===== config.mk =====
export PLATFORM = sky130hd
export DESIGN_NAME = axi4l_cmd_master_flat
export DESIGN_NICKNAME = d
export VERILOG_FILES = /design/src/rtl/axi4l_cmd_master_if.sv /design/src/rtl/axi4l_cmd_master.sv /design/src/flat_wrapper.sv
export SDC_FILE = /design/constraint.sdc
export NUM_CORES = 1
export LEC_CHECK = 0
export CAP_MARGIN = 10
export CELL_PAD_IN_SITES_DETAIL_PLACEMENT = 0
export CELL_PAD_IN_SITES_GLOBAL_PLACEMENT = 2
export CORE_ASPECT_RATIO = 1.25
export CORE_MARGIN = 2
export CORE_UTILIZATION = 33
export CTS_CLUSTER_DIAMETER = 200
export DETAILED_ROUTE_END_ITERATION = 16
export DONT_BUFFER_PORTS = 1
export GPL_TIMING_DRIVEN = 0
export MAX_ROUTING_LAYER = met4
export PLACE_DENSITY = 0.89
export SYNTH_ARGS = -nofsm -noshare
export SYNTH_HDL_FRONTEND = slang
export SYNTH_SLANG_ARGS = --single-unit

===== constraint.sdc =====
create_clock -name clk -period 2.31 [get_ports clk]
set_input_delay 0.462 -clock clk [delete_from_list [all_inputs] [get_ports clk]]
set_output_delay 0.462 -clock clk [all_outputs]
set_load 0.1 [all_outputs]

===== src/rtl/axi4l_cmd_master_if.sv =====
// Bundle for axi4l_cmd_master: command/response stream plus AXI4-Lite bus.
// Ports: cmd_* / rsp_* stream, m_axi_* AW/W/B/AR/R channels.
interface axi4l_cmd_master_if #(
    parameter int ADDR_WIDTH = 32,
    parameter int DATA_WIDTH = 32
);
    localparam int STRB_WIDTH = DATA_WIDTH / 8;

    logic                  cmd_valid;
    logic                  cmd_ready;
    logic                  cmd_write;
    logic [ADDR_WIDTH-1:0] cmd_addr;
    logic [DATA_WIDTH-1:0] cmd_wdata;
    logic [STRB_WIDTH-1:0] cmd_wstrb;

    logic                  rsp_valid;
    logic                  rsp_ready;
    logic [DATA_WIDTH-1:0] rsp_rdata;
    logic [1:0]            rsp_resp;
    logic                  rsp_timeout;

    logic                  m_axi_awvalid;
    logic                  m_axi_awready;
    logic [ADDR_WIDTH-1:0] m_axi_awaddr;
    logic [2:0]            m_axi_awprot;
    logic                  m_axi_wvalid;
    logic                  m_axi_wready;
    logic [DATA_WIDTH-1:0] m_axi_wdata;
    logic [STRB_WIDTH-1:0] m_axi_wstrb;
    logic                  m_axi_bvalid;
    logic                  m_axi_bready;
    logic [1:0]            m_axi_bresp;
    logic                  m_axi_arvalid;
    logic                  m_axi_arready;
    logic [ADDR_WIDTH-1:0] m_axi_araddr;
    logic [2:0]            m_axi_arprot;
    logic                  m_axi_rvalid;
    logic                  m_axi_rready;
    logic [DATA_WIDTH-1:0] m_axi_rdata;
    logic [1:0]            m_axi_rresp;

    modport master (
        input  cmd_valid, cmd_write, cmd_addr, cmd_wdata, cmd_wstrb,
        output cmd_ready,
        output rsp_valid, rsp_rdata, rsp_resp, rsp_timeout,
        input  rsp_ready,
        output m_axi_awvalid, m_axi_awaddr, m_axi_awprot,
        input  m_axi_awready,
        output m_axi_wvalid, m_axi_wdata, m_axi_wstrb,
        input  m_axi_wready,
        input  m_axi_bvalid, m_axi_bresp,
        output m_axi_bready,
        output m_axi_arvalid, m_axi_araddr, m_axi_arprot,
        input  m_axi_arready,
        input  m_axi_rvalid, m_axi_rdata, m_axi_rresp,
        output m_axi_rready
    );

    modport slave (
        output cmd_valid, cmd_write, cmd_addr, cmd_wdata, cmd_wstrb,
        input  cmd_ready,
        input  rsp_valid, rsp_rdata, rsp_resp, rsp_timeout,
        output rsp_ready,
        input  m_axi_awvalid, m_axi_awaddr, m_axi_awprot,
        output m_axi_awready,
        input  m_axi_wvalid, m_axi_wdata, m_axi_wstrb,
        output m_axi_wready,
        output m_axi_bvalid, m_axi_bresp,
        input  m_axi_bready,
        input  m_axi_arvalid, m_axi_araddr, m_axi_arprot,
        output m_axi_arready,
        output m_axi_rvalid, m_axi_rdata, m_axi_rresp,
        input  m_axi_rready
    );
endinterface


===== src/rtl/axi4l_cmd_master.sv =====
// Single-outstanding AXI4-Lite initiator: one command in, one response out.
// Ports: clk, rst (sync, active-high), bus (axi4l_cmd_master_if.master).
module axi4l_cmd_master #(
    parameter int ADDR_WIDTH     = 32,
    parameter int DATA_WIDTH     = 32,
    parameter int TIMEOUT_CYCLES = 1024
) (
    input  logic                   clk,
    input  logic                   rst,
    axi4l_cmd_master_if.master     bus
);
    localparam int SW = DATA_WIDTH / 8;
    localparam bit TO_EN = (TIMEOUT_CYCLES > 0);
    localparam int CW = TO_EN ? $clog2(TIMEOUT_CYCLES + 1) : 1;
    localparam logic [CW-1:0] CNT_MAX =
        TO_EN ? CW'(TIMEOUT_CYCLES) : {CW{1'b1}};
    localparam logic [CW-1:0] CNT_LAST =
        TO_EN ? CW'(TIMEOUT_CYCLES - 1) : '0;

    typedef enum logic [2:0] {
        IDLE, WR_REQ, WR_RESP, RD_REQ, RD_RESP, RSP
    } state_e;

    state_e                state_q, state_d;
    logic                  cmd_ready_q, cmd_ready_d;
    logic [ADDR_WIDTH-1:0] addr_q, addr_d;
    logic [DATA_WIDTH-1:0] wdata_q, wdata_d;
    logic [SW-1:0]         wstrb_q, wstrb_d;
    logic                  awvalid_q, awvalid_d;
    logic                  wvalid_q, wvalid_d;
    logic                  bready_q, bready_d;
    logic                  arvalid_q, arvalid_d;
    logic                  rready_q, rready_d;
    logic                  rsp_valid_q, rsp_valid_d;
    logic [DATA_WIDTH-1:0] rsp_rdata_q, rsp_rdata_d;
    logic [1:0]            rsp_resp_q, rsp_resp_d;
    logic                  rsp_timeout_q, rsp_timeout_d;
    logic [CW-1:0]         cnt_q, cnt_d;

    logic          hit;
    logic          abort;
    logic          aw_left;
    logic          w_left;
    logic [CW-1:0] cnt_inc;

    always_comb begin
        state_d       = state_q;
        cmd_ready_d   = cmd_ready_q;
        addr_d        = addr_q;
        wdata_d       = wdata_q;
        wstrb_d       = wstrb_q;
        awvalid_d     = awvalid_q;
        wvalid_d      = wvalid_q;
        bready_d      = bready_q;
        arvalid_d     = arvalid_q;
        rready_d      = rready_q;
        rsp_valid_d   = rsp_valid_q;
        rsp_rdata_d   = rsp_rdata_q;
        rsp_resp_d    = rsp_resp_q;
        rsp_timeout_d = rsp_timeout_q;
        cnt_d         = cnt_q;
        abort         = 1'b0;
        aw_left       = awvalid_q && !bus.m_axi_awready;
        w_left        = wvalid_q && !bus.m_axi_wready;
        // Saturating count; this cycle is the last one allowed in flight
        cnt_inc = (cnt_q == CNT_MAX) ? cnt_q : cnt_q + 1'b1;
        hit     = TO_EN && (cnt_q == CNT_LAST);

        case (state_q)
            IDLE: begin
                if (cmd_ready_q && bus.cmd_valid) begin
                    cmd_ready_d = 1'b0;
                    addr_d      = bus.cmd_addr;
                    wdata_d     = bus.cmd_wdata;
                    wstrb_d     = bus.cmd_wstrb;
                    cnt_d       = '0;
                    if (bus.cmd_write) begin
                        awvalid_d = 1'b1;
                        wvalid_d  = 1'b1;
                        state_d   = WR_REQ;
                    end else begin
                        arvalid_d = 1'b1;
                        state_d   = RD_REQ;
                    end
                end else begin
                    // Also raises cmd_ready the first cycle out of reset
                    cmd_ready_d = 1'b1;
                end
            end
            WR_REQ: begin
                cnt_d     = cnt_inc;
                awvalid_d = aw_left;
                wvalid_d  = w_left;
                if (!aw_left && !w_left) begin
                    bready_d = 1'b1;
                    state_d  = WR_RESP;
                end else if (hit) begin
                    abort = 1'b1;
                end
            end
            WR_RESP: begin
                cnt_d = cnt_inc;
                if (bus.m_axi_bvalid) begin
                    bready_d      = 1'b0;
                    rsp_valid_d   = 1'b1;
                    rsp_resp_d    = bus.m_axi_bresp;
                    rsp_rdata_d   = '0;
                    rsp_timeout_d = 1'b0;
                    state_d       = RSP;
                end else if (hit) begin
                    abort = 1'b1;
                end
            end
            RD_REQ: begin
                cnt_d = cnt_inc;
                if (bus.m_axi_arready) begin
                    arvalid_d = 1'b0;
                    rready_d  = 1'b1;
                    state_d   = RD_RESP;
                end else if (hit) begin
                    abort = 1'b1;
                end
            end
            RD_RESP: begin
                cnt_d = cnt_inc;
                if (bus.m_axi_rvalid) begin
                    rready_d      = 1'b0;
                    rsp_valid_d   = 1'b1;
                    rsp_resp_d    = bus.m_axi_rresp;
                    rsp_rdata_d   = bus.m_axi_rdata;
                    rsp_timeout_d = 1'b0;
                    state_d       = RSP;
                end else if (hit) begin
                    abort = 1'b1;
                end
            end
            RSP: begin
                if (bus.rsp_ready) begin
                    rsp_valid_d = 1'b0;
                    cmd_ready_d = 1'b1;
                    state_d     = IDLE;
                end
            end
            default: state_d = IDLE;
        endcase

        // Protocol abort: release the bus and report a synthetic SLVERR
        if (abort) begin
            awvalid_d     = 1'b0;
            wvalid_d      = 1'b0;
            bready_d      = 1'b0;
            arvalid_d     = 1'b0;
            rready_d      = 1'b0;
            rsp_valid_d   = 1'b1;
            rsp_resp_d    = 2'b10;
            rsp_timeout_d = 1'b1;
            rsp_rdata_d   = '0;
            state_d       = RSP;
        end
    end

    always_ff @(posedge clk) begin
        if (rst) begin
            state_q       <= IDLE;
            cmd_ready_q   <= 1'b0;
            addr_q        <= '0;
            wdata_q       <= '0;
            wstrb_q       <= '0;
            awvalid_q     <= 1'b0;
            wvalid_q      <= 1'b0;
            bready_q      <= 1'b0;
            arvalid_q     <= 1'b0;
            rready_q      <= 1'b0;
            rsp_valid_q   <= 1'b0;
            rsp_rdata_q   <= '0;
            rsp_resp_q    <= '0;
            rsp_timeout_q <= 1'b0;
            cnt_q         <= '0;
        end else begin
            state_q       <= state_d;
            cmd_ready_q   <= cmd_ready_d;
            addr_q        <= addr_d;
            wdata_q       <= wdata_d;
            wstrb_q       <= wstrb_d;
            awvalid_q     <= awvalid_d;
            wvalid_q      <= wvalid_d;
            bready_q      <= bready_d;
            arvalid_q     <= arvalid_d;
            rready_q      <= rready_d;
            rsp_valid_q   <= rsp_valid_d;
            rsp_rdata_q   <= rsp_rdata_d;
            rsp_resp_q    <= rsp_resp_d;
            rsp_timeout_q <= rsp_timeout_d;
            cnt_q         <= cnt_d;
        end
    end

    assign bus.cmd_ready     = cmd_ready_q;
    assign bus.rsp_valid     = rsp_valid_q;
    assign bus.rsp_rdata     = rsp_rdata_q;
    assign bus.rsp_resp      = rsp_resp_q;
    assign bus.rsp_timeout   = rsp_timeout_q;
    assign bus.m_axi_awvalid = awvalid_q;
    assign bus.m_axi_awaddr  = addr_q;
    assign bus.m_axi_awprot  = 3'b000;
    assign bus.m_axi_wvalid  = wvalid_q;
    assign bus.m_axi_wdata   = wdata_q;
    assign bus.m_axi_wstrb   = wstrb_q;
    assign bus.m_axi_bready  = bready_q;
    assign bus.m_axi_arvalid = arvalid_q;
    assign bus.m_axi_araddr  = addr_q;
    assign bus.m_axi_arprot  = 3'b000;
    assign bus.m_axi_rready  = rready_q;
endmodule

===== src/flat_wrapper.sv =====
// flat-port wrapper written by rule: the top's interface ports become plain ports
module axi4l_cmd_master_flat 
#(
    parameter int ADDR_WIDTH     = 32,
    parameter int DATA_WIDTH     = 32,
    parameter int TIMEOUT_CYCLES = 1024
)
  (clk, rst, bus_cmd_valid, bus_cmd_write, bus_cmd_addr, bus_cmd_wdata, bus_cmd_wstrb, bus_cmd_ready, bus_rsp_valid, bus_rsp_rdata, bus_rsp_resp, bus_rsp_timeout, bus_rsp_ready, bus_m_axi_awvalid, bus_m_axi_awaddr, bus_m_axi_awprot, bus_m_axi_awready, bus_m_axi_wvalid, bus_m_axi_wdata, bus_m_axi_wstrb, bus_m_axi_wready, bus_m_axi_bvalid, bus_m_axi_bresp, bus_m_axi_bready, bus_m_axi_arvalid, bus_m_axi_araddr, bus_m_axi_arprot, bus_m_axi_arready, bus_m_axi_rvalid, bus_m_axi_rdata, bus_m_axi_rresp, bus_m_axi_rready);
  axi4l_cmd_master_if #(.ADDR_WIDTH(ADDR_WIDTH), .DATA_WIDTH(DATA_WIDTH)) bus_i ();
  input  logic clk;
  input  logic rst;
  input wire logic [$bits(bus_i.cmd_valid)-1:0] bus_cmd_valid;
  input wire logic [$bits(bus_i.cmd_write)-1:0] bus_cmd_write;
  input wire logic [$bits(bus_i.cmd_addr)-1:0] bus_cmd_addr;
  input wire logic [$bits(bus_i.cmd_wdata)-1:0] bus_cmd_wdata;
  input wire logic [$bits(bus_i.cmd_wstrb)-1:0] bus_cmd_wstrb;
  output wire logic [$bits(bus_i.cmd_ready)-1:0] bus_cmd_ready;
  output wire logic [$bits(bus_i.rsp_valid)-1:0] bus_rsp_valid;
  output wire logic [$bits(bus_i.rsp_rdata)-1:0] bus_rsp_rdata;
  output wire logic [$bits(bus_i.rsp_resp)-1:0] bus_rsp_resp;
  output wire logic [$bits(bus_i.rsp_timeout)-1:0] bus_rsp_timeout;
  input wire logic [$bits(bus_i.rsp_ready)-1:0] bus_rsp_ready;
  output wire logic [$bits(bus_i.m_axi_awvalid)-1:0] bus_m_axi_awvalid;
  output wire logic [$bits(bus_i.m_axi_awaddr)-1:0] bus_m_axi_awaddr;
  output wire logic [$bits(bus_i.m_axi_awprot)-1:0] bus_m_axi_awprot;
  input wire logic [$bits(bus_i.m_axi_awready)-1:0] bus_m_axi_awready;
  output wire logic [$bits(bus_i.m_axi_wvalid)-1:0] bus_m_axi_wvalid;
  output wire logic [$bits(bus_i.m_axi_wdata)-1:0] bus_m_axi_wdata;
  output wire logic [$bits(bus_i.m_axi_wstrb)-1:0] bus_m_axi_wstrb;
  input wire logic [$bits(bus_i.m_axi_wready)-1:0] bus_m_axi_wready;
  input wire logic [$bits(bus_i.m_axi_bvalid)-1:0] bus_m_axi_bvalid;
  input wire logic [$bits(bus_i.m_axi_bresp)-1:0] bus_m_axi_bresp;
  output wire logic [$bits(bus_i.m_axi_bready)-1:0] bus_m_axi_bready;
  output wire logic [$bits(bus_i.m_axi_arvalid)-1:0] bus_m_axi_arvalid;
  output wire logic [$bits(bus_i.m_axi_araddr)-1:0] bus_m_axi_araddr;
  output wire logic [$bits(bus_i.m_axi_arprot)-1:0] bus_m_axi_arprot;
  input wire logic [$bits(bus_i.m_axi_arready)-1:0] bus_m_axi_arready;
  input wire logic [$bits(bus_i.m_axi_rvalid)-1:0] bus_m_axi_rvalid;
  input wire logic [$bits(bus_i.m_axi_rdata)-1:0] bus_m_axi_rdata;
  input wire logic [$bits(bus_i.m_axi_rresp)-1:0] bus_m_axi_rresp;
  output wire logic [$bits(bus_i.m_axi_rready)-1:0] bus_m_axi_rready;
  assign bus_i.cmd_valid = bus_cmd_valid;
  assign bus_i.cmd_write = bus_cmd_write;
  assign bus_i.cmd_addr = bus_cmd_addr;
  assign bus_i.cmd_wdata = bus_cmd_wdata;
  assign bus_i.cmd_wstrb = bus_cmd_wstrb;
  assign bus_cmd_ready = bus_i.cmd_ready;
  assign bus_rsp_valid = bus_i.rsp_valid;
  assign bus_rsp_rdata = bus_i.rsp_rdata;
  assign bus_rsp_resp = bus_i.rsp_resp;
  assign bus_rsp_timeout = bus_i.rsp_timeout;
  assign bus_i.rsp_ready = bus_rsp_ready;
  assign bus_m_axi_awvalid = bus_i.m_axi_awvalid;
  assign bus_m_axi_awaddr = bus_i.m_axi_awaddr;
  assign bus_m_axi_awprot = bus_i.m_axi_awprot;
  assign bus_i.m_axi_awready = bus_m_axi_awready;
  assign bus_m_axi_wvalid = bus_i.m_axi_wvalid;
  assign bus_m_axi_wdata = bus_i.m_axi_wdata;
  assign bus_m_axi_wstrb = bus_i.m_axi_wstrb;
  assign bus_i.m_axi_wready = bus_m_axi_wready;
  assign bus_i.m_axi_bvalid = bus_m_axi_bvalid;
  assign bus_i.m_axi_bresp = bus_m_axi_bresp;
  assign bus_m_axi_bready = bus_i.m_axi_bready;
  assign bus_m_axi_arvalid = bus_i.m_axi_arvalid;
  assign bus_m_axi_araddr = bus_i.m_axi_araddr;
  assign bus_m_axi_arprot = bus_i.m_axi_arprot;
  assign bus_i.m_axi_arready = bus_m_axi_arready;
  assign bus_i.m_axi_rvalid = bus_m_axi_rvalid;
  assign bus_i.m_axi_rdata = bus_m_axi_rdata;
  assign bus_i.m_axi_rresp = bus_m_axi_rresp;
  assign bus_m_axi_rready = bus_i.m_axi_rready;
  axi4l_cmd_master #(.ADDR_WIDTH(ADDR_WIDTH), .DATA_WIDTH(DATA_WIDTH), .TIMEOUT_CYCLES(TIMEOUT_CYCLES)) u_core (.clk(clk), .rst(rst), .bus(bus_i));
endmodule

# [Word-level counts from Yosys, hierarchy flattened]
# Index checks and enable logic that the tools add are counted.
[word_totals] regBits=124 output_inout_bits=148 wordCells=121
[op_classes] add_sub_neg=1 eq_ne=22 n_mux=49 reduce_logical=32
[op_table] op="$mux 32" count=2
[op_table] op="$pmux 32 s2" count=1
[op_table] op="$mux 11" count=2
[op_table] op="$pmux 11 s2" count=1
[op_table] op="$mux 1" count=21
[op_table] op="$mux 3" count=7
[op_table] op="$pmux 3 s6" count=1
[op_table] op="$reduce_and 3->1" count=6
[op_table] op="$ne 2x2->1 const B" count=7
[op_table] op="$pmux 1 s2" count=7
[op_table] op="$reduce_bool 2->1" count=7
[op_table] op="$ne 3x2->1 const B" count=4
[op_table] op="$reduce_and 6->1" count=2
[op_table] op="$add 11x1->11 const B" count=1
[op_table] op="$eq 11x10->1 const B" count=1
[op_table] op="$eq 11x11->1 const B" count=1
[op_table] op="$mux 2" count=4
[op_table] op="$reduce_and 4->1" count=2
[op_table] op="$eq 3x2->1 const B" count=2
[op_table] op="$eq 3x3->1 const B" count=2
[op_table] op="$ne 3x1->1 const B" count=2
[op_table] op="$logic_and 1x1->1" count=4
[op_table] op="$logic_not 1->1" count=4
[op_table] op="$ne 2x1->1 const B" count=2
[op_table] op="10 further kinds" count=11

# [Longest topological paths before layout]
# Gate-level depths: netlist (run 1).
[depth] word_depth=8 depth_mapped=8 mapped_depth_nobuf=7

# [Worst setup path after synthesis (run 1)]
# Ideal clock, no wire load.
[synth_timing] kind="register to register" startpoint="reg u_core.cmd_ready_q (netlist: u_core.bus.cmd_ready)" endpoint="reg u_core.addr_q[10] (netlist: u_core.bus.m_axi_araddr[10])" arrival_time_ns=2.142 required_ns=2.178 slack_ns=0.036 stages_incl_launch_ff=8 path_buffers=3 synth_period_minus_slack_ns=2.274 path_cell_list="dfxtp_1 > nand4bb_1 > or2_2 > buf_2 > buf_2 > buf_1 > nand2_1 > a21oi_1"
[synth_between] elab_chain_len=2
[synth_lines] element="start: declaration" line="axi4l_cmd_master.sv:25" text="logic cmd_ready_q, cmd_ready_d;"
[synth_lines] element="start signal: assignment" line="axi4l_cmd_master.sv:181" text="cmd_ready_q <= cmd_ready_d;"
[synth_lines] element="$logic_and 1x1->1" line="axi4l_cmd_master.sv:71" text="if (cmd_ready_q && bus.cmd_valid) begin"
[synth_lines] element="$reduce_and 2->1 (no line)"
[synth_lines] element="end signal: assignment" line="axi4l_cmd_master.sv:182" text="addr_q <= addr_d;"
[synth_lines] element="end: declaration" line="axi4l_cmd_master.sv:26" text="logic [ADDR_WIDTH-1:0] addr_q, addr_d;"
# No other way between the ends.
# A chain may end at the register's enable or synchronous reset.

# [Worst setup path after layout (run 1)]
[layout_timing] startpoint="reg u_core.state_q[2]" endpoint="reg u_core.rsp_resp_q[0] (netlist: u_core.bus.rsp_resp[0])"
[layout_between] elab_chain_len=3 elab_cells_between_ends=11 cone_classes="eq/ne (6); mux (2); reduce/logical (3)"
[layout_lines] element="start: declaration" line="axi4l_cmd_master.sv:24" text="state_e state_q, state_d;"
[layout_lines] element="start signal: assignment" line="axi4l_cmd_master.sv:180" text="state_q <= state_d;"
[layout_lines] element="$eq 3x3->1, or another cell as far along" line="axi4l_cmd_master.sv:69" text="case (state_q)"
[layout_lines] element="$pmux 1 s4, or another cell as far along" line="axi4l_cmd_master.sv:69"
[layout_lines] element="$reduce_or 2->1 (no line) or $reduce_and 3->1 (tied branches)"
[layout_lines] element="end signal: assignment" line="axi4l_cmd_master.sv:192" text="rsp_resp_q <= rsp_resp_d;"
[layout_lines] element="end: declaration" line="axi4l_cmd_master.sv:36" text="logic [1:0] rsp_resp_q, rsp_resp_d;"
# Several ways; a longest one is shown, not always the timed one.

==> results of run 1 <==
[final cells by class]
cell class | count | area [µm²]
Fill cell | 1622 | 9392
Sequential cell | 124 | 2529
Multi-Input combinational cell | 442 | 2258
Buffer | 88 | 523.0
Clock buffer | 20 | 456.7
Tap cell | 212 | 265.3
Clock inverter | 11 | 120.1
Inverter | 7 | 26.28
[critical path, cell delays in order (launching register included)]
cell and delay [ps]:
dfxtp_1 300, buf_2 170, nand3b_1 210, a21oi_2 430
clkbuf_1 450, nor2_1 110, a2111oi_2 340
[sequential cells by signal (all words and copies together) (netlist names)]
register,count
u_core.bus.cmd_ready,1
u_core.bus.rsp_timeout,1
u_core.cnt_q,11
u_core.bus.m_axi_wvalid,1
u_core.bus.m_axi_araddr,32
u_core.bus.m_axi_rready,1
u_core.bus.m_axi_bready,1
u_core.bus.m_axi_wdata,32
u_core.bus.m_axi_arvalid,1
u_core.bus.m_axi_awvalid,1
u_core.bus.rsp_resp,2
u_core.bus.rsp_valid,1
u_core.bus.rsp_rdata,32
u_core.state_q,3
u_core.bus.m_axi_wstrb,4
[placed cells by master (no fill, tap or decap), drive strengths merged, types with 2 or more instances in the layout]
cell type  instances
a21o               2
a21oi            116
a2bb2oi            2
a31oi              3
and2               2
and3              34
buf               61
bufinv             2
clkbuf            47
clkinv             6
clkinvlp           3
conb               6
dfxtp            124
ha                 2
inv                7
mux2i              3
nand2            148
nand2b             4
nand3              6
nand3b             3
nor2              19
nor2b              3
nor3              41
nor4b              2
o211ai             5
o21a               3
o21ai             10
o22ai              2
or2                3
or3                4
or4                2
xor2               4
[synth_stat cells (all sizes together), types with 5 or more instances]
library cell	instances	area [µm²]
o21ai	10	50.05
o211ai	5	37.54
inv	7	26.28
clkbuf	27	101.4
a21oi	116	584.3
nand2	148	555.5
dfxtp	124	2482
and3	34	212.7
nor2	19	73.82
nand3	6	30.03
buf	61	421.7
nor3	41	205.2
[through the flow]
step           setup WS (ps)  setup TNS, ps  util [%]  hold WS [ps]  total power, µW
3_3_place_gp          -368.2         -19050     35.58         483.0             6386
5_1_grt                7.067              0     39.68         164.0             9370
2_1_floorplan          35.93              0         -         465.7             5996
4_1_cts                1.436              0     39.46         158.1             9036
3_5_place_dp          -395.5         -20290     35.58         498.7             6423
6_report               201.4              0     39.68         180.5             8979
[power by group]
group / total [µW] / internal, µW / switching, µW
Combinational: 2210 / 618 / 1590
Clock: 2580 / 1630 / 947
Sequential: 4200 / 2420 / 1780
Total: 8980 / 4670 / 4310
[cells by family (layout without fill, tap and decap cells)]
kind of cell,count (synthesis),in the layout,synth area share (%)
other cells,1,6,0.07134
flops,124,124,47.23
fa+ha+maj,2,2,0.4760
simple gates,275,275,24.14
mux,3,3,0.5713
buf+inv,95,126,10.45
compound gates,151,151,16.23
xor+xnor,5,5,0.8331
[final timing paths]
| path | startpoint | end | slack [ps] | cells after the start |
|---|---|---|---|---|
| worst min register to register | u_core.cnt_q[3]$_SDFFE_PP0P_ | u_core.cnt_q[3]$_SDFFE_PP0P_ | 500 | 2 |
| worst min-delay path | bus_cmd_addr[25] | u_core.bus.m_axi_araddr[25]$_SDFFE_PP0P_ | 180 | 2 |
| worst max-delay path | u_core.state_q[2]$_SDFFE_PP0P_ | u_core.bus.rsp_resp[0]$_SDFFE_PP0P_ | 200 | 6 |
| worst max register to register | u_core.state_q[2]$_SDFFE_PP0P_ | u_core.bus.rsp_resp[0]$_SDFFE_PP0P_ | 200 | 6 |
[routing by layer]
metal / track usage, % / up-vias
met2: 32.51 / 240
li1: - / 2230
met4: 5.412 / 0
met1: 18.90 / 2140
met3: 6.642 / 13
met5: - / -
[timing repair]
item,4_1_cts,5_1_grt
endpoints found under the setup margin,106,29
setup buffers,0,0
gates resized for setup,21,17
==> flow_summary.yaml, run 1 <==
cells_and_area:
  final_nets: 796
  fin_area_um2: 6178
  diodes: 0
  syn_to_final_growth_pct: 17.54
  instances_no_fill: 904
  drive_above_1_share_pct: 19.36
drt:
  wl_met3_um: 1499
  highest_layer: "met4"
  drt_iter0_drc: 201
  vias: 4623
  dr.pass1.iters: 4
  vias_per_cell: 5.114
  drc: 0
  wl_met1_um: 5839
  wire_per_inst_um: 17.18
  finalWirelength_um: 15540
  wl_met2_um: 8021
  drt.antenna.violating_nets: 0
run_status:
  status: "finished clean"
grt:
  antenna_found_initial: 0
  grt_pass1_wl_um: 23450
  grt_max_degree: 17
  grt_usage_pct: 18.45
  first_global_vias: 4520
  grt_overflow: 0
worst_setup_path:
  cp.required_ps: 2620
  cp_max_fo: 10
  start_kind: "flop"
  crit_type: "reg2reg"
  critPathCaptureType: "flop"
  crit_arrival_ps: 2420
synthesis:
  dominantRegCellSynth: "dfxtp_1"
  synth-seq-cells: 124
  yosysSeqAreaShare_pct: 47.23
  syn_inst: 656
  synth-edff-count: 0
  synth.avg_cell_area_um2: 8.013
  synth_warnings: 0
  ys_types: 48
  synthArstFlopShare_pct: 0
  synth.cell_area_um2: 5256
run:
  drv_cap: 0
sta:
  worst_pin_slew_ps: 1054
  slew_violations: 0
  post-route-period-util_pct: 91.28
  setup_viol: 0
  timing.fmax_ghz: 0.4743
  period_needed_ps: 2109
  relSlewSlack_pct: 29.63
  skew_ps: 9.312
  rsz0062_at_grt: "false"
  hold_violations: 0
floorplanning:
  die_w_um: 116.9
  fp.dieArea_um2: 16960
  io-pin-count: 262
  rows: 51
  start_util_pct: 33.76
  die_h_um: 145.1
  core_um2: 15570
clock_network:
  clk-insertion-delay-late_ps: 410
  clk_path_buf_depth: 2
  cts_tree: "built"
  clk_pin_slew_worst_paths_ps: 60
  clock-root-buffer: "clkbuf_16"
  ctsHoldBuffers: 0
  cts.htree.levels: 4
  cts_buffers: 17
  cts.sinks: 124
power:
  ir_drop_v: 0.0005631
  power.density_nw_per_um2: 1453
  p_leak_uw: 0.002382
placement:
  place_congestion: 0.7955
  place_inst: 873
  port-buffer-count: 0
  place_area_um2: 5540
  hpwlAfterDp_um: 12090
min_path:
  min-delay-path-class: "in2reg"
(Power assumes the default switching activity.)
==> run 2, diff against run 1 <==
--- a/config.mk
+++ b/config.mk
@@ -17,6 +17,7 @@
 export GPL_TIMING_DRIVEN = 0
 export MAX_ROUTING_LAYER = met4
 export PLACE_DENSITY = 0.89
+export SETUP_SLACK_MARGIN = 0.2
 export SYNTH_ARGS = -nofsm -noshare
 export SYNTH_HDL_FRONTEND = slang
 export SYNTH_SLANG_ARGS = --single-unit
==> constraint.sdc (replaced) <==
create_clock -name clk -period 2.1 [get_ports clk]
set_input_delay 0.42 -clock clk [delete_from_list [all_inputs] [get_ports clk]]
set_output_delay 0.42 -clock clk [all_outputs]
set_load 0.1 [all_outputs]
==> flow_summary.yaml, run 2 (synthesis results as in run 1) <==
run_status:
  status: "finished clean"
cells_and_area:
  final_nets: 814
  drive_above_1_share_pct: 30.38
  syn_to_final_growth_pct: 32.11
  fillers: 1587
  diodes: 0
  final_common_cell: "nand2_1"
  mostFrequentLayoutCells: "nand2_1 (148), a21oi_1 (115), dfxtp_1 (87)"
  multi_input_area_um2: 2636
  regArea_um2: 2621
worst_setup_path:
  r2r-start: "u_core.cnt_q[0]$_SDFFE_PP0P_"
  critPathCaptureType: "flop"
  cp.required_ps: 2370
  reg2reg_setup_slack_ps: 220
  cp_max_fo: 5
  crit_arrival_ps: 2150
  start_kind: "flop"
  crit_slowest_cell: "dfxtp_4"
  slowest_delay_ps: 370
  worstPathBufferInverterCount: 2
  crit_type: "reg2reg"
  r2r_cells: 8
  crit_chain: "ha_4, nand3_4, or2_4, nor4_4, o21a_1, buf_6, clkbuf_16, nor3_2"
  path_delay_family: "simple AND/OR/NAND/NOR gates"
  r2r-end: "u_core.bus.rsp_rdata[20]$_SDFFE_PP0P_"
clock_network:
  cts_tree: "built"
  cts.htree.levels: 4
  cts_buffers: 17
  clk_path_buf_depth: 2
  cts.sinks: 124
  clk-insertion-delay-late_ps: 410
  clock-root-buffer: "clkbuf_16"
  clk_pin_slew_worst_paths_ps: 60
min_path:
  hold_path.startpoint: "bus_cmd_addr[31]"
  hold-path-cell-count: 2
  hold_end: "u_core.bus.m_axi_araddr[31]$_SDFFE_PP0P_"
  min-delay-path-class: "in2reg"
grt:
  grt_max_degree: 17
  grt_overflow: 0
  grt_usage_pct: 19.28
  antenna_found_initial: 0
  first_global_vias: 4641
  grt_pass1_wl_um: 24320
floorplanning:
  io-pin-count: 262
  rows: 51
  fp.dieArea_um2: 16960
  die_h_um: 145.1
  die_w_um: 116.9
  start_util_pct: 33.76
  core_um2: 15570
sta:
  worst_pin_slew_ps: 1057
  slew_violations: 0
  timing.fmax_ghz: 0.5308
  setup_tns_ps: 0
  rsz0062_at_grt: "true"
  post-route-period-util_pct: 89.70
  relSlewSlack_pct: 29.41
  skew_ps: 8.353
  setup_viol: 0
  period_needed_ps: 1884
  hold_violations: 0
  setup_slack_ps: 216.2
  hold_slack_ps: 127.7
placement:
  post-place-ws_ps: -302.5
  port-buffer-count: 0
  hpwlAfterDp_um: 12220
  place_congestion: 0.8036
drt:
  drt_iter0_drc: 162
  finalWirelength_um: 16740
  vias_per_cell: 5.153
  dr.pass1.iters: 4
  wire_per_inst_um: 18.13
  vias: 4756
  drc: 0
  drt.antenna.violating_nets: 0
run:
  drv_cap: 0
power:
  ir_drop_v: 0.0004391
  p_leak_uw: 0.002612
  finalPower_uw: 10470
  power.density_nw_per_um2: 1507
## run 2: cell types whose count changed in the layout (fill, tap and decap cells not counted), moves of 5 or more
cell	before	now
nor3_2	0	22
nor3_1	41	5
clkbuf_1	28	15
buf_4	40	54
dfxtp_2	34	0
dfxtp_4	1	37
clkbuf_2	0	11
buf_2	16	11
nor3_4	0	14
## run 2: worst max-delay path by stage
stage	from	to	slack (ps)	cells past startpoint
final	u_core.cnt_q[0]$_SDFFE_PP0P_	u_core.bus.rsp_rdata[20]$_SDFFE_PP0P_	220	8
after floorplan	u_core.cnt_q[0]$_SDFFE_PP0P_	u_core.cnt_q[10]$_SDFFE_PP0P_	270	7
after detailed placement	rst	u_core.bus.m_axi_wdata[15]$_SDFFE_PP0P_	-300	4
after global placement	rst	u_core.state_q[0]$_SDFFE_PP0P_	-240	4
after global routing	u_core.cnt_q[0]$_SDFFE_PP0P_	u_core.bus.rsp_rdata[29]$_SDFFE_PP0P_	130	8
after CTS	u_core.bus.m_axi_araddr[18]$_SDFFE_PP0P_	bus_m_axi_awaddr[18]	140	1
## run 2: metal layers
metal / part of all wire (%) / GRT usage [%]
met3: 9.4 / 7.352
met1: 35 / 17.87
met5: 0 / -
met2: 54 / 34.80
met4: 2.1 / 7.706
## run 2: what timing repair did
item / in CTS / in global routing
setup buffers: 3 / 11
pin swaps: 4 / 43
resized for setup: 83 / 98
setup endpoints to repair: 144 / 114
gates cloned: 1 / 3
hold buffers: 0 / 0
## run 2: worst reg2reg max path, cell delays in order, from the launching register on
cell and delay (ps):
dfxtp_4 370, ha_4 150, nand3_4 90, or2_4 280, nor4_4 260, o21a_1 230
buf_6 160, clkbuf_16 160, nor3_2 40
## run 2: layout make-up
cell class / instances / area share (%)
multi-input cells: 443 / 37.96
plain buffers: 88 / 8.504
clock buffers: 18 / 6.324
flip-flops and latches: 124 / 37.75
clock inverters: 14 / 2.432
inverters: 7 / 0.3784
repair buffers: 17 / 2.829
well taps: 212 / 3.820
## run 2: where the power goes
group | total [µW] | internal [µW] | leakage (µW) | switching [µW]
combinational | 2800 | 931 | 0.00129 | 1870
sequential | 4650 | 2680 | 0.00103 | 1970
clock | 3010 | 1900 | 0.000293 | 1110
## run 2: stage by stage
step / cell area, µm² / std cells / utilization [%]
3_3_place_gp: 5547 / 873 / 35.62
3_5_place_dp: 5547 / 873 / 35.62
4_1_cts: 6406 / 909 / 41.14
2_1_floorplan: 5281 / 661 / -
5_1_grt: 6944 / 923 / 44.60
6_report: 6944 / 923 / 44.60
==> edit 1 (config.mk and constraints of run 1) <==
`TIMEOUT_CYCLES` is set to 1024 in 2 places; all go to 512.
--- a/src/rtl/axi4l_cmd_master.sv
+++ b/src/rtl/axi4l_cmd_master.sv
@@ -3,7 +3,7 @@
 module axi4l_cmd_master #(
     parameter int ADDR_WIDTH     = 32,
     parameter int DATA_WIDTH     = 32,
-    parameter int TIMEOUT_CYCLES = 1024
+    parameter int TIMEOUT_CYCLES = 512
 ) (
     input  logic                   clk,
     input  logic                   rst,
--- a/src/flat_wrapper.sv
+++ b/src/flat_wrapper.sv
@@ -3,7 +3,7 @@
 #(
     parameter int ADDR_WIDTH     = 32,
     parameter int DATA_WIDTH     = 32,
-    parameter int TIMEOUT_CYCLES = 1024
+    parameter int TIMEOUT_CYCLES = 512
 )
   (clk, rst, bus_cmd_valid, bus_cmd_write, bus_cmd_addr, bus_cmd_wdata, bus_cmd_wstrb, bus_cmd_ready, bus_rsp_valid, bus_rsp_rdata, bus_rsp_resp, bus_rsp_timeout, bus_rsp_ready, bus_m_axi_awvalid, bus_m_axi_awaddr, bus_m_axi_awprot, bus_m_axi_awready, bus_m_axi_wvalid, bus_m_axi_wdata, bus_m_axi_wstrb, bus_m_axi_wready, bus_m_axi_bvalid, bus_m_axi_bresp, bus_m_axi_bready, bus_m_axi_arvalid, bus_m_axi_araddr, bus_m_axi_arprot, bus_m_axi_arready, bus_m_axi_rvalid, bus_m_axi_rdata, bus_m_axi_rresp, bus_m_axi_rready);
   axi4l_cmd_master_if #(.ADDR_WIDTH(ADDR_WIDTH), .DATA_WIDTH(DATA_WIDTH)) bus_i ();
Check against the original RTL: no difference found for any inputs over 4 cycles, from zero or initial values and one cycle with rst high; that may be too few to reach the edited logic, so the function may still have changed.
==> edit 1 against run 1 <==
  * Non-clock buffer count is 7 lower
  * Area after synthesis decreased by 4.2%
  * Power rose by 6.4%
  * Largest cell class unchanged
  * Routed wire length fell by 4.9%
  * Cell area shrank 3.0%
  * Sequential cell count decreased by 1
  * Worst setup slack better by 0.080 ns
==> edit 1: results (changes against run 1) <==
status:
  status: "complete, no violations"  # unchanged
routing:
  vias_per_cell: 5.20  # was 5.11
  wire_per_inst_um: 17.3  # was 17.2 µm
  drtIter0Drc: 211  # was 201
  antenna_left: 0  # unchanged
  first_pass_iters: 5  # was 4
  totalWireLength_mm: 14.8  # was 15.5 mm
setup_path:
  cp.arrival_ns: 2.35  # was 2.42 ns
  worstPathMaxFanout: 10  # unchanged
grt:
  antenna_found_initial: 0  # unchanged
  grt_start_max_net_pins: 17  # unchanged
  grtUsageTotal_pct: 18.3  # was 18.4%
  grt_pass1_wl_mm: 22.6  # was 23.4 mm
  grt_pass1_vias: 4473  # was 4520
power:
  power_leakage_nw: 2.12  # was 2.38 nW
  irDropWorstVdd_uv: 518  # was 563 µV
clock_tree:
  post_cts_resized: 14  # was 21
  root_buffer: "clkbuf_16"  # unchanged
  cts.path.max_buffers: 2  # unchanged
  h-tree-depth: 4  # unchanged
  cts_setup_buffers: 0  # unchanged
  cts_buffers: 17  # unchanged
  clk_pin_slew_ns: 0.06  # about the same
  clock_latency_ns: 0.41  # about the same
logic_synthesis:
  netlist_top_cells_count: "176 x nand2_1, 123 x dfxtp_1, 118 x a21oi_1"  # was 148 x nand2_1, 124 x dfxtp_1, 115 x a21oi_1
  seq_area_frac_synth_pct: 48.9  # was 47.2%
  async_flop_share_pct: 0  # unchanged
  synth_warnings: 0  # unchanged
  synthTopCellsByArea: "dfxtp_1 49%, nand2_1 13%, a21oi_1 12%"  # was dfxtp_1 47%, a21oi_1 11%, nand2_1 11%
  synthCells: 635  # was 656
  ys_types: 42  # was 48
  synth_flop_cell: "dfxtp_1"  # unchanged
place:
  gp_congestion: 0.863  # was 0.796
  port_buffers: 0  # unchanged
  place_inst: 822  # was 873
  dp_hpwl_mm: 11.3  # was 12.1 mm
sta:
  fin_skew_ns: 0.0112  # was 0.00931 ns
  tightest_slew_ns: 1.03  # was 1.05 ns
finish:
  drive_gt1_share_pct: 18.8  # was 19.4%
  diodes: 0  # unchanged
  fin_nets: 775  # was 796
hold_path:
  worstHoldPathType: "primary input to flip-flop"  # unchanged
==> edit 1: cell count changes after synthesis, sizes merged, moves of 10 or more <==
cell / before / now
and3: 34 / 2
buf: 61 / 51
nand2: 148 / 176
nand3: 6 / 43
nor3: 41 / 2
==> edit 1: worst max-delay path, cell delays in order (launching register included) <==
cell      delay [ns]
dfxtp_4         0.55
nand3b_4        0.14
nor3_4          0.40
a21oi_1         0.11
clkbuf_1        0.23
or3_1           0.38
a21oi_1         0.14
==> edit 1: power by group <==
part,internal [mW],switching (mW)
registers,2.41,1.88
clock network,1.95,1.00
logic,0.592,1.71
total,4.96,4.60
==> edit 1: metal layers <==
metal	vias to the layer above	track usage (%)	share of wire (%)	wire, µm
met3	25	6.73	9.3	1380
met1	2066	18.7	38	5580
met4	0	7.38	2.4	358
met5	-	-	0	0
met2	229	31.7	50	7460
li1	2125	-	-	-
==> edit 1: metrics by stage <==
stage,cell area (µm²),worst slack [ns]
floorplan,5050,0.154
CTS,5950,0.00130
global placement,5280,-0.427
global route,5990,0.117
finish,5990,0.281
detailed placement,5280,-0.505
==> edit 1: worst paths after layout <==
kind	slack (ns)	to	startpoint	cells after the start
min reg2reg	0.51	u_core.cnt_q[8]	u_core.cnt_q[8]	2
max	0.28	u_core.cnt_q[8]	u_core.bus.cmd_ready	6
max reg2reg	0.28	u_core.cnt_q[8]	u_core.bus.cmd_ready	6
min	0.18	u_core.bus.m_axi_araddr[7]	bus_cmd_addr[7]	2
==> edit 1: area by class of cell <==
type | instances | area [µm²]
inverters | 8 | 30.0
well taps | 182 | 228
flip-flops and latches | 123 | 2510
multi-input cells | 428 | 2090
plain buffers | 81 | 478
clock inverters | 13 | 214
clock buffers | 19 | 443
fillers | 1520 | 8960
==> edit 1: logic make-up (layout without fill, tap and decap cells) <==
family / after synthesis / in the layout / synth area share (%)
simple gates: 264 / 264 / 22.9
xor+xnor: 6 / 6 / 1.04
compound gates: 148 / 148 / 16.1
fa+ha+maj: 2 / 2 / 0.497
buf+inv: 89 / 121 / 10.1
flops: 123 / 123 / 48.9
other cells: 1 / 6 / 0.0745
mux: 2 / 2 / 0.398
==> edit 2 (settings of run 1) <==
Made on the original files. Make the reset (`rst`) asynchronous in one clocked block.
--- a/src/rtl/axi4l_cmd_master.sv
+++ b/src/rtl/axi4l_cmd_master.sv
@@ -159,7 +159,7 @@
         end
     end
 
-    always_ff @(posedge clk) begin
+    always_ff @(posedge clk or posedge rst) begin
         if (rst) begin
             state_q       <= IDLE;
             cmd_ready_q   <= 1'b0;
Check against the original RTL: differs if rst is asserted again (counterexample within 4 cycles, from zero or initial values and one cycle with rst high); with rst held inactive, the same outputs for 4 cycles.
==> edit 2 against run 1 <==
  * Count of clock-buffer cells in the layout shrank 2
  * Routed wire length down 11%
  * Sequential cell count did not move
  * Sequential share of layout area increased by 7.4 points
  * Via count down 20%
  * Non-clock buffer count shrank 19
  * Worst setup slack worse by 0.16 ns
  * Cell count decreased by 19%
  * Area after synthesis grew 4.9%
  * Cell area grew 4.4%
Power is not shown: default switching activity piles up to over one toggle a cycle in this logic, so the estimate is an artifact.
==> edit 2: results (changes against run 1) <==
setup_path:
  r2r_cells: 7  # was 6
  critPathMaxStageDelay_ns: 0.96  # was 0.45 ns
  cp_top_family: "flip-flops"  # was compound AO/OA/AOI/OAI gates
  r2r_setup_slack_ns: 0.17  # was 0.20 ns
  crit_start: "u_core.bus.m_axi_araddr[31]"  # was u_core.state_q[2]
  cp.arrival_ns: 1.81  # was 2.42 ns
  rr_endpoint: "u_core.bus.rsp_rdata[1]"  # was u_core.bus.rsp_resp[0]
  cp_slowest_cell: "dfrtp_1"  # was clkbuf_1
  crit_end: "bus_m_axi_awaddr[31]"  # was u_core.bus.rsp_resp[0]
  worstPathMaxFanout: 3  # was 10
routing:
  met1_length_mm: 4.97  # was 5.84 mm
  drtIter0Drc: 174  # was 201
  met3WireLength_um: 961  # was 1.50 mm
  wire_per_inst_um: 18.8  # was 17.2 µm
  vias_per_cell: 5.02  # was 5.11
  totalWireLength_mm: 13.8  # was 15.5 mm
  dr_wl_met2_mm: 7.53  # was 8.02 mm
place:
  place_inst: 702  # was 873
  dp_hpwl_mm: 10.6  # was 12.1 mm
  place_area_mm2: 0.00587  # was 0.00554 mm²
  gp_congestion: 0.786  # was 0.796
logic_synthesis:
  ys_types: 49  # was 48
  synthTopCellsByArea: "dfrtp_1 56%, mux2_2 14%, buf_4 6.0%"  # was dfxtp_1 47%, a21oi_1 11%, nand2_1 11%
  avgSynthCellArea_um2: 11.5  # was 8.01 µm²
  netlist_top_cells_count: "124 x dfrtp_1, 68 x mux2_2, 46 x a21oi_1"  # was 148 x nand2_1, 124 x dfxtp_1, 115 x a21oi_1
  seq_area_frac_synth_pct: 56.3  # was 47.2%
clock_tree:
  cts_hold_buf: 1  # was 0
  post_cts_resized: 5  # was 21
grt:
  use_met3_pct: 4.75  # was 6.64%
  grtUsageTotal_pct: 15.9  # was 18.4%
  grtUsageMet2_pct: 28.0  # was 32.5%
  grt_pass1_vias: 3904  # was 4520
  grt_pass1_wl_mm: 21.3  # was 23.4 mm
  grt_start_max_net_pins: 41  # was 17
finish:
  buffers: 69  # was 88
  bufAreaShareNonClock_pct: 7.82  # was 8.46%
  nMultiInputCombCells: 286  # was 442
  inverters_excl_clock: 8  # was 7
  clk_share_pct: 8.61  # was 9.34%
  final-seq-area_mm2: 0.00312  # was 0.00253 mm²
  multi_input_area_share_pct: 30.5  # was 36.6%
  fillers: 1556  # was 1622
  syn2layout_area_growth_pct: 17.0  # was 17.5%
sta:
  relSlewSlack_pct: 34.3  # was 29.6%
  fin_skew_ns: 0.00933  # was 0.00931 ns
  holdWs_ns: 0.203  # was 0.181 ns
  finalCritPeriodShare_pct: 98.3  # was 91.3%
hold_path:
  hold_start: "bus_m_axi_rdata[9]"  # was bus_cmd_addr[25]
status:
  status: "complete, no violations"  # unchanged
-- edit 2: cell count changes in the layout (fill, tap and decap cells not counted), sizes merged, moves of 4 or more --
cell    delta
nand3     +33
a22oi      +4
nand2    -106
dfrtp    +124
mux2      +68
nor3      -39
and3      -31
clkbuf    -23
dfxtp    -124
a21oi     -69
-- edit 2: logic make-up (layout without fill, tap and decap cells) --
| group | count (synthesis) | after routing | share of synthesized area [%] |
|---|---|---|---|
| buffers and inverters | 73 | 107 | 8.42 |
| multiplexers | 73 | 73 | 14.8 |
| other | 1 | 6 | 0.0680 |
| adder cells (fa/ha/maj) | 2 | 2 | 0.454 |
| XOR/XNOR | 6 | 6 | 0.953 |
| flip-flops | 124 | 124 | 56.3 |
| AND/OR/NAND/NOR | 125 | 125 | 11.1 |
| AO/OA/AOI/OAI | 74 | 74 | 7.88 |
